**src/rtl/alu_seq_pkg.sv**
```systemverilog
// Shared definitions for the two-requester ALU sequencer.
package alu_seq_pkg;

  localparam int unsigned DATA_W = 4;

  // ALU opcodes (sel encoding of alu_4bit)
  localparam logic [2:0] OP_ADD = 3'b000;
  localparam logic [2:0] OP_SUB = 3'b001;
  localparam logic [2:0] OP_AND = 3'b010;
  localparam logic [2:0] OP_OR  = 3'b011;
  localparam logic [2:0] OP_XOR = 3'b100;
  localparam logic [2:0] OP_NOT = 3'b101;
  localparam logic [2:0] OP_INC = 3'b110;
  localparam logic [2:0] OP_DEC = 3'b111;

  typedef enum logic [1:0] {
    StIdle,
    StExec,
    StResp
  } state_e;

endpackage

```
**src/rtl/alu_4bit.sv**
```systemverilog
// Combinational 4-bit ALU. Only ADD and SUB produce a carry; SUB carry = no borrow.
module alu_4bit
  import alu_seq_pkg::*;
(
  input  logic [DATA_W-1:0] a,
  input  logic [DATA_W-1:0] b,
  input  logic [2:0]        sel,
  output logic [DATA_W-1:0] result,
  output logic              cout
);

  logic [DATA_W:0] sum;

  // Operation decode; logic/INC/DEC leave cout at 0
  always_comb begin
    sum    = '0;
    result = '0;
    cout   = 1'b0;
    unique case (sel)
      OP_ADD: begin
        sum    = {1'b0, a} + {1'b0, b};
        result = sum[DATA_W-1:0];
        cout   = sum[DATA_W];
      end
      OP_SUB: begin
        sum    = {1'b0, a} + {1'b0, ~b} + {{DATA_W{1'b0}}, 1'b1};
        result = sum[DATA_W-1:0];
        cout   = sum[DATA_W];
      end
      OP_AND: result = a & b;
      OP_OR:  result = a | b;
      OP_XOR: result = a ^ b;
      OP_NOT: result = ~a;
      OP_INC: result = a + {{(DATA_W-1){1'b0}}, 1'b1};
      OP_DEC: result = a - {{(DATA_W-1){1'b0}}, 1'b1};
    endcase
  end

endmodule

```
**src/rtl/alu_seq_arb2.sv**
```systemverilog
// Two-input arbiter producing a one-hot grant; pointer state lives in the parent.
module alu_seq_arb2 #(
  parameter int unsigned PRIO_MODE = 0
) (
  input  logic       valid0,
  input  logic       valid1,
  input  logic       ptr,
  output logic [1:0] grant
);

  // Fixed priority favours requester 0; round-robin lets ptr break ties
  always_comb begin
    grant = 2'b00;
    if (PRIO_MODE != 0) begin
      grant = {valid1 & ~valid0, valid0};
    end else if (valid0 && valid1) begin
      grant = ptr ? 2'b10 : 2'b01;
    end else begin
      grant = {valid1, valid0};
    end
  end

endmodule

```
**src/rtl/alu_op_sequencer.sv**
```systemverilog
// Two-requester front end for a shared alu_4bit: arbitrate, latch, execute, respond.
// Optional macro ALU_SEQ_FLAGS_EN adds registered rsp_zero / rsp_neg outputs.
module alu_op_sequencer
  import alu_seq_pkg::*;
#(
  parameter int unsigned PRIO_MODE = 0
) (
  input  logic              clk,
  input  logic              rst_n,
  input  logic              req0_valid,
  output logic              req0_ready,
  input  logic [DATA_W-1:0] req0_a,
  input  logic [DATA_W-1:0] req0_b,
  input  logic [2:0]        req0_op,
  input  logic              req1_valid,
  output logic              req1_ready,
  input  logic [DATA_W-1:0] req1_a,
  input  logic [DATA_W-1:0] req1_b,
  input  logic [2:0]        req1_op,
  output logic              rsp_valid,
  input  logic              rsp_ready,
  output logic              rsp_id,
  output logic [DATA_W-1:0] rsp_result,
  output logic              rsp_cout,
`ifdef ALU_SEQ_FLAGS_EN
  output logic              rsp_zero,
  output logic              rsp_neg,
`endif
  output logic              busy
);

  state_e            state_q, state_d;
  logic              ptr_q;
  logic              id_q;
  logic [DATA_W-1:0] a_q, b_q;
  logic [2:0]        op_q;
  logic [1:0]        grant;
  logic [DATA_W-1:0] alu_result;
  logic              alu_cout;
  logic              accept;

  alu_seq_arb2 #(
    .PRIO_MODE(PRIO_MODE)
  ) u_arb (
    .valid0(req0_valid),
    .valid1(req1_valid),
    .ptr   (ptr_q),
    .grant (grant)
  );

  alu_4bit u_alu (
    .a     (a_q),
    .b     (b_q),
    .sel   (op_q),
    .result(alu_result),
    .cout  (alu_cout)
  );

  // Next state and handshake outputs; grants only reach requesters in IDLE
  always_comb begin
    state_d    = state_q;
    req0_ready = 1'b0;
    req1_ready = 1'b0;
    accept     = 1'b0;
    unique case (state_q)
      StIdle: begin
        req0_ready = grant[0];
        req1_ready = grant[1];
        accept     = |grant;
        if (accept) state_d = StExec;
      end
      StExec: state_d = StResp;
      StResp: if (rsp_ready) state_d = StIdle;
      default: state_d = StIdle;
    endcase
  end

  assign rsp_valid = (state_q == StResp);
  assign busy      = (state_q != StIdle);
  assign rsp_id    = id_q;

  // State register
  always_ff @(posedge clk or negedge rst_n) begin
    if (!rst_n) state_q <= StIdle;
    else        state_q <= state_d;
  end

  // Operand latch on accept, result capture in EXEC, pointer advance on response
  always_ff @(posedge clk or negedge rst_n) begin
    if (!rst_n) begin
      a_q        <= '0;
      b_q        <= '0;
      op_q       <= '0;
      id_q       <= 1'b0;
      ptr_q      <= 1'b0;
      rsp_result <= '0;
      rsp_cout   <= 1'b0;
`ifdef ALU_SEQ_FLAGS_EN
      rsp_zero   <= 1'b0;
      rsp_neg    <= 1'b0;
`endif
    end else begin
      if (accept) begin
        a_q  <= grant[1] ? req1_a  : req0_a;
        b_q  <= grant[1] ? req1_b  : req0_b;
        op_q <= grant[1] ? req1_op : req0_op;
        id_q <= grant[1];
      end
      if (state_q == StExec) begin
        rsp_result <= alu_result;
        rsp_cout   <= alu_cout;
`ifdef ALU_SEQ_FLAGS_EN
        rsp_zero   <= (alu_result == '0);
        rsp_neg    <= alu_result[DATA_W-1];
`endif
      end
      // Pointer moves to the requester that did not just win
      if ((state_q == StResp) && rsp_ready) ptr_q <= ~id_q;
    end
  end

endmodule

```
**config.mk**
```make
export PLATFORM = sky130hd
export DESIGN_NAME = alu_op_sequencer
export DESIGN_NICKNAME = d
export VERILOG_FILES = /design/src/rtl/alu_seq_pkg.sv /design/src/rtl/alu_4bit.sv /design/src/rtl/alu_seq_arb2.sv /design/src/rtl/alu_op_sequencer.sv
export SDC_FILE = /design/constraint.sdc
export NUM_CORES = 1
export LEC_CHECK = 0
export BUFFER_PORTS_ARGS = -buffer_cell sky130_fd_sc_hd__buf_2
export CAP_MARGIN = 20
export CORE_MARGIN = 1.5
export CORE_UTILIZATION = 45
export DETAILED_ROUTE_END_ITERATION = 10
export PLACE_DENSITY = 0.78
export REMOVE_ABC_BUFFERS = 1
export SLEW_MARGIN = 30
export SYNTH_ARGS = -nofsm -noshare
export SYNTH_HDL_FRONTEND = slang
export SYNTH_HIERARCHICAL = 1
export SYNTH_SLANG_ARGS = --single-unit
```
**constraint.sdc**
```tcl
create_clock -name clk -period 2 [get_ports clk]
set_input_delay 0 -clock clk [delete_from_list [all_inputs] [get_ports clk]]
set_output_delay 0 -clock clk [all_outputs]
set_load 0.05 [all_outputs]
```
==> results of run 1 <==
==> per-layer routing <==
layer | up-vias | GRT usage | routed length, um
met5 | - | 0 | 0
met2 | 38 | 0.320 | 1650
li1 | 646 | - | -
met1 | 603 | 0.227 | 1520
met4 | 0 | 0.0924 | 119
met3 | 10 | 0.0335 | 104
==> where the power goes <==
part           switching [W]  internal [W]
registers           0.000162      0.000614
logic                0.00157       0.00138
clock network       0.000149      0.000267
total                0.00188       0.00226
==> layout by cell type (no fill, tap or decap), types with 3 or more instances in the layout <==
| cell type | synthesis | layout |
|---|---|---|
| dfrtp_1 | 20 | 19 |
| o21ai_1 | 3 | 4 |
| buf_4 | 0 | 16 |
| a21oi_2 | 0 | 3 |
| nand2_1 | 7 | 7 |
| a21oi_1 | 8 | 5 |
| mux2_4 | 18 | 20 |
| ha_1 | 14 | 10 |
| nor2_1 | 6 | 6 |
| clkbuf_8 | 0 | 3 |
| a31oi_1 | 4 | 4 |
| inv_2 | 0 | 4 |
| inv_1 | 18 | 13 |
| buf_2 | 4 | 36 |
| o21ai_0 | 8 | 7 |
| mux2_2 | 9 | 7 |
| a21o_1 | 3 | 3 |
==> repair_timing <==
action,CTS,global route
setup endpoints to repair,4,4
hold buffers,2,0
endpoints found under the hold margin,21,0
pin swaps,3,7
setup buffers,3,1
gates resized for setup,6,16
==> final cells by class <==
type | instances | area [um2] | share of cell area
sequential | 20 | 502 | 0.235
tap | 46 | 57.6 | 0.0269
timing repair buffer | 55 | 332 | 0.155
clock inverter | 1 | 30.0 | 0.0141
inverter | 18 | 70.1 | 0.0328
multi-input combinational | 112 | 1100 | 0.517
clock buffer | 3 | 41.3 | 0.0193
==> kinds of logic (layout without fill, tap and decap cells) <==
family          count (synthesis)  count (layout)  share of synthesized area
mux                            30              30                      0.249
flops                          20              20                      0.301
buf+inv                        25              77                     0.0729
simple gates                   26              26                     0.0842
compound gates                 36              36                      0.137
xor+xnor                        3               3                     0.0158
fa+ha+maj                      17              17                      0.141
==> worst max-delay path by stage <==
stage	start	endpoint	cells past startpoint
after floorplan	ptr_q	a_q[2]	4
after global routing	a_q[0]	rsp_result[1]	8
after CTS	a_q[0]	rsp_result[1]	8
final	b_q[0]	rsp_result[1]	7
after global placement	a_q[0]	rsp_result[1]	8
after detailed placement	a_q[0]	rsp_result[1]	8
==> stage by stage <==
step | setup WS (ps) | TNS [ps] | utilization | instances
after global placement | -46.3 | -65.1 | 0.566 | 245
final | -51.0 | -64.3 | 0.621 | 255
after floorplan | -195 | -2110 | - | 150
after global routing | -143 | -283 | 0.621 | 255
after detailed placement | -111 | -213 | 0.566 | 245
after CTS | -57.1 | -99.6 | 0.604 | 254
==> synthesized netlist by cell type (3+ instances only) <==
library cell | number | area, um2
nor2_1 | 6 | 22.5
mux2_2 | 9 | 101
inv_1 | 18 | 67.6
buf_6 | 3 | 33.8
dfrtp_1 | 20 | 500
a31oi_1 | 4 | 25.0
fa_1 | 3 | 60.1
nand2_1 | 7 | 26.3
o21ai_0 | 8 | 40.0
a21o_1 | 3 | 22.5
mux2_4 | 18 | 270
a21oi_1 | 8 | 40.0
ha_1 | 14 | 175
o21ai_1 | 3 | 15.0
buf_2 | 4 | 20.0
==> worst max-delay path, delay by kind of cell, from the launching register on <==
family | cells | cell delay, ps
mux | 2 | 740
fa+ha+maj | 2 | 590
flops | 1 | 450
simple gates | 1 | 70
buf+inv | 1 | 50
compound gates | 1 | 50
==> flip-flops by register name (all words and copies together), names as in the netlist <==
signal      cells
a_q             4
b_q             4
op_q            3
ptr_q           1
rsp_cout        1
rsp_id          1
rsp_result      4
state_q         2
==> qor.csv, run 1 <==
metric;value;unit
crit_fanout;3;
maxSlewHeadroom;0.694;
fin_area;2140;um2
rr_endpoint;rsp_result[1];
min_to;b_q[0];
drt_iter0_drc;70;
grt_overflow_total;0;
htreeDepth;1;
wl_per_cell;13.3;um
status;finished, violations left;
hp-start;req1_b[0];
drtAntennaViolNets;0;
rrSetupSlack;-50;ps
cts_made_buffers;3;
critPathLaunchType;register;
synth-edff-count;0;
cts_buffer_depth;2;
layout_worst_path_cycle_share;1.03;
p_leak;1.09;nW
grt_pass1_vias;1345;
yosysSeqAreaShare;0.301;
hold_class;in2reg;
drc;0;
cts_root_buffer;clkbuf_8;
design.core.area;3440;um2
cts_tree;done;
ys_ff_latch;20;
synthArstFlopShare;1.00;
tightest_slew;459;ps
total_power;0.00415;W
portBuffers;36;
gr-usage-all-layers;0.188;
drive_gt1_frac;0.502;
vias;1297;
syn_inst;157;
routabilityCongestion;0.764;
cap_violations;0;
start_util;0.484;
synth_flop_cell;dfrtp_1;
ys_warn_count;6;
die_w;63.8;um
antenna_found_initial;0;
fp.dieH;63.8;um
final_max_slew_viol_count;0;
viasPerCell;5.09;
violations;negative setup slack;
rows;21;
synth.distinct_cells;36;
fmax;488;MHz
clk_pin_slew_worst_paths;80;ps
worst_hold_slack;80.7;ps
period_needed;2050;ps
ff2ff_path_depth;7;
synth_area_per_cell;10.6;um2
nFillCells;289;
worst_ir_drop_vdd;0.00101;V
cp-end-kind;register;
crit_path_max_incr_delay;460;ps
antennaDiodeCount;0;
final-setup-viol-count;2;
worstReg2RegStart;b_q[0];
clock_sinks;20;
fin_worst_skew;5.02;ps
grt_pass1_wl;5870;um
area_growth;28.3;%
design.die.area;4070;um2
synth_area;1670;um2
crit_type;reg2reg;
crit_required;2160;ps
critPathSlowestCell;mux4_2;
hold_viol_final;0;
layout.nets;254;
grt_max_degree;26;
dr.pass1.iters;4;
placed_area;1950;um2
p_per_area;1940;nW/um2
cp_cell_sequence;ha_4 > inv_2 > fa_2 > nand2_1 > o21ai_1 > mux4_2 > mux2_4;
dp.final_hpwl;2510;um
clk_latency;270;ps
rsz0062_at_grt;true;
pin_count;37;
wirelength;3390;um
setup_ws;-51.0;ps
min_path_cells;3;
critical_path_arrival;2210;ps
Note: power is estimated with default switching activity, not from simulation.
==> run 2: changes to the inputs <==
--- a/config.mk
+++ b/config.mk
@@ -10,7 +10,7 @@
 export CORE_MARGIN = 1.5
 export CORE_UTILIZATION = 45
 export DETAILED_ROUTE_END_ITERATION = 10
-export PLACE_DENSITY = 0.78
+export PLACE_DENSITY = 0.75
 export REMOVE_ABC_BUFFERS = 1
 export SLEW_MARGIN = 30
 export SYNTH_ARGS = -nofsm -noshare
==> constraint.sdc (replaced) <==
create_clock -name clk -period 2.6 [get_ports clk]
set_input_delay 0 -clock clk [delete_from_list [all_inputs] [get_ports clk]]
set_output_delay 0 -clock clk [all_outputs]
set_load 0.05 [all_outputs]
==> qor.csv, run 2 (same netlist as run 1, synthesis figures left out) <==
metric;value;unit
tightest_slew;450;ps
grt.met1_usage;0.221;
cap_violations;0;
grt_pass1_wl;5310;um
postCtsSetupBuffers;0;
fmax;454;MHz
drive_gt1_frac;0.391;
grt_pass1_vias;1162;
final_max_slew_viol_count;0;
drc;0;
wl_per_cell;12.6;um
crit_type;reg2reg;
layout_worst_path_cycle_share;0.846;
cp_cell_sequence;inv_1 > ha_1 > inv_1 > fa_1 > nand2_1 > o21ai_1 > mux4_2 > mux2_2;
cts_root_buffer;clkbuf_8;
pin_count;37;
dr.pass1.iters;4;
status;complete, no violations;
vias;1200;
tns;0;ps
crit_path_max_incr_delay;460;ps
p_leak;1.03;nW
use_met2;0.271;
die_w;63.8;um
antennaDiodeCount;0;
clk_latency;270;ps
antenna_found_initial;0;
wirelength;3070;um
htreeDepth;1;
worst_ir_drop_vdd;0.000517;V
start_util;0.484;
critical_path_arrival;2360;ps
design.core.area;3440;um2
drtAntennaViolNets;0;
cts_made_buffers;3;
gr-usage-all-layers;0.168;
reg.largest.list;a_q: 4 flops, b_q: 4 flops, rsp_result: 4 flops;
crit_top_cell;inv_1;
final-setup-viol-count;0;
final_cell_mix;36 x buf_2, 20 x dfrtp_1, 18 x inv_1, 18 x mux2_4, 14 x ha_1;
drt_iter0_drc;43;
period_needed;2200;ps
post_cts_resized;0;
clk_pin_slew_worst_paths;80;ps
crit_required;2760;ps
rsz0062_at_grt;false;
p_per_area;1440;nW/um2
routabilityCongestion;0.882;
crit_fanout;5;
critPathLaunchType;register;
viasPerCell;4.94;
worst_hold_slack;81.6;ps
area_growth;18.8;%
cts_buffer_depth;2;
rows;21;
gr-usage-met3;0.0387;
portBuffers;36;
critPathSlowestCell;mux4_2;
maxSlewHeadroom;0.700;
cts_tree;done;
fin_util;0.575;
clock_sinks;20;
grt_most_used_layer;met2;
design.die.area;4070;um2
layout.nets;242;
path_buf_inv;2;
fp.dieH;63.8;um
hold_class;in2reg;
final_common_cell;buf_2;
grt_overflow_total;0;
dp.final_hpwl;2370;um
hold_viol_final;0;
cp-end-kind;register;
grt_max_degree;26;
crit_family;multiplexers;
fin_worst_skew;8.65;ps
run 2: cell types whose count changed in the layout (fill, tap and decap cells not counted), moves of 3 or more:
cell	change
a21oi_1	+3
inv_2	-4
a21oi_2	-3
buf_4	-11
inv_1	+5
ha_1	+4
run 2: stage by stage:
stage               worst slack, ps  cells  total power [W]  instance area [um2]
global placement                462    237          0.00251                 1890
floorplan                       405    150          0.00212                 1610
finish                          399    243          0.00285                 1980
detailed placement              409    237          0.00254                 1890
CTS                             400    243          0.00288                 1980
global route                    282    243          0.00312                 1980
run 2: worst paths after layout:
kind | slack [ps] | cells past startpoint | end | start
max | 400 | 8 | rsp_result[1] | a_q[0]
min | 80 | 3 | a_q[3] | req1_a[3]
max reg2reg | 400 | 8 | rsp_result[1] | a_q[0]
min reg2reg | 470 | 1 | ptr_q | rsp_id
max in group asynchronous | 2080 | 2 | state_q[1] | rst_n
min in group asynchronous | 200 | 2 | rsp_result[0] | rst_n
run 2: worst min-delay path, cell delays in order:
cell and delay, ps:
buf_2 70, mux2_4 120, mux2_4 120
run 2: where the power goes:
group	total [W]	switching (W)	internal, W	leakage (nW)
combinational	0.00194	0.00107	0.000868	0.753
sequential	0.000599	0.000128	0.000471	0.237
clock	0.000318	0.000112	0.000206	0.0357
run 2: layer usage:
| layer | share of wire | vias up |
|---|---|---|
| li1 | - | 621 |
| met1 | 0.48 | 557 |
| met2 | 0.49 | 20 |
| met3 | 0.027 | 2 |
| met4 | 0.011 | 0 |
| met5 | 0 | - |
run 2: cell type report:
cell class | instances | area [um2]
tap | 46 | 57.6
timing repair buffer | 43 | 238
sequential | 20 | 500
clock buffer | 3 | 41.3
inverter | 18 | 67.6
multi-input combinational | 112 | 1040
fill | 304 | 1460
clock inverter | 1 | 30.0
run 2: repair_timing:
| item | 4_1_cts | 5_1_grt |
|---|---|---|
| hold buffers | 2 | 0 |
| setup endpoints to repair | 0 | 0 |
| endpoints found under the hold margin | 21 | 0 |
==> run 3: changes to the inputs <==
==> constraint.sdc (replaced) <==
create_clock -name clk -period 2.1 [get_ports clk]
set_input_delay 0 -clock clk [delete_from_list [all_inputs] [get_ports clk]]
set_output_delay 0 -clock clk [all_outputs]
set_load 0.05 [all_outputs]
==> qor.csv, run 3 (same netlist as run 1, synthesis figures left out) <==
metric;value;unit
status;complete, no violations;
fmax;480;MHz
reg.largest.list;a_q: 4 flops, b_q: 4 flops, rsp_result: 4 flops;
cts_root_buffer;clkbuf_8;
layout.nets;249;
wirelength;3260;um
layout_worst_path_cycle_share;0.992;
critical_path_arrival;2240;ps
rsz0062_at_grt;true;
fin_worst_skew;4.59;ps
clk_latency;270;ps
fp.dieH;63.8;um
dr_wl_met3;113;um
tightest_slew;471;ps
p_per_area;1820;nW/um2
final_max_slew_viol_count;0;
design.core.area;3440;um2
crit_path_max_incr_delay;480;ps
crit_required;2260;ps
drtAntennaViolNets;0;
dr.pass1.iters;4;
critPathSlowestCell;fa_1;
maxSlewHeadroom;0.686;
dr.max_layer_used;met4;
crit_type;reg2reg;
design.die.area;4070;um2
die_w;63.8;um
drc;0;
area_growth;23.5;%
crit_family;multiplexers;
vias;1277;
fin_area;2060;um2
place_ws;18.0;ps
start_util;0.484;
route.met2.wl;1590;um
antennaDiodeCount;0;
startpoint;b_q[0];
cp_cell_sequence;ha_2 > inv_1 > fa_1 > o21ai_1 > mux4_2 > mux2_4;
grt_max_degree;26;
grt_overflow_total;0;
cap_violations;0;
crit_fanout;4;
cts_buffer_depth;2;
min_path_cells;3;
cp-end-kind;register;
grt_pass1_wl;5510;um
path_buf_inv;1;
period_needed;2080;ps
wl_per_cell;13.0;um
clock_sinks;20;
antenna_found_initial;0;
pin_count;37;
gr-usage-all-layers;0.175;
nFillCells;291;
drt-met1-wl;1520;um
drive_gt1_frac;0.446;
p_leak;1.06;nW
final_cell_mix;36 x buf_2, 19 x mux2_4, 18 x dfrtp_1;
cp.depth;6;
grt_pass1_vias;1223;
dp.final_hpwl;2400;um
clk_pin_slew_worst_paths;90;ps
cts_tree;done;
cts_made_buffers;3;
dp_cells;240;
placed_area;1910;um2
hp-start;req0_b[3];
fin_cells;250;
ff2ff_path_depth;6;
hold_viol_final;0;
setup_ws;17.5;ps
portBuffers;36;
htreeDepth;1;
final-setup-viol-count;0;
worstReg2RegStart;b_q[0];
final_common_cell;buf_2;
critPathLaunchType;register;
worst_ir_drop_vdd;0.000788;V
drt_iter0_drc;78;
hold_class;in2reg;
routabilityCongestion;0.777;
viasPerCell;5.11;
rows;21;
[run 3: changes by cell type in the layout (fill, tap and decap cells not counted), moves of 2 or more]
cell     change
dfrtp_1      -2
ha_1         -2
inv_1        -2
inv_2        +2
buf_4        +7
dfrtp_2      +2
[run 3: repair_timing]
item	4_1_cts	5_1_grt
hold buffers	2	0
gates resized for setup	0	10
buffers inserted	0	4
setup endpoints to repair	0	4
endpoints found under the hold margin	21	0
[run 3: layer usage]
| metal | up-vias | global-route usage |
|---|---|---|
| li1 | 638 | - |
| met1 | 608 | 0.219 |
| met2 | 27 | 0.301 |
| met3 | 4 | 0.0370 |
| met4 | 0 | 0.0489 |
| met5 | - | 0 |
[run 3: worst register-to-register path: cells and delay by family (launching register included)]
kind	cells	cell delay (ps)
multiplexers	2	740
adder cells (fa/ha/maj)	2	690
flip-flops	1	420
buffers and inverters	1	60
AO/OA/AOI/OAI	1	60
[run 3: power breakdown]
part | switching [W] | internal [W] | leakage, nW
sequential | 0.000173 | 0.000587 | 0.235
clock | 0.000150 | 0.000255 | 0.0357
combinational | 0.00139 | 0.00120 | 0.789
[run 3: cell type report]
cell class | instances | area (um2) | share of cell area
multi-input combinational | 112 | 1070 | 0.519
timing repair buffer | 50 | 290 | 0.141
tap | 46 | 57.6 | 0.0280
clock inverter | 1 | 30.0 | 0.0146
sequential | 20 | 503 | 0.245
clock buffer | 3 | 41.3 | 0.0201
inverter | 18 | 67.6 | 0.0328
[run 3: per-stage QoR]
stage	setup TNS (ps)	power, W	hold WS (ps)	utilization
CTS	0	0.00364	74.2	0.581
global placement	0	0.00316	-23.0	0.555
detailed placement	0	0.00322	-16.1	0.555
floorplan	-776	0.00263	-296	-
global route	-232	0.00409	74.4	0.598
finish	0	0.00375	76.8	0.598
[run 3: final timing paths]
path | slack, ps | to
max in group asynchronous | 1540 | a_q[1]
min in group asynchronous | 210 | rsp_result[1]
worst min register to register | 480 | ptr_q
worst max-delay path | 20 | rsp_result[1]
worst max register to register | 20 | rsp_result[1]
worst min-delay path | 80 | b_q[3]
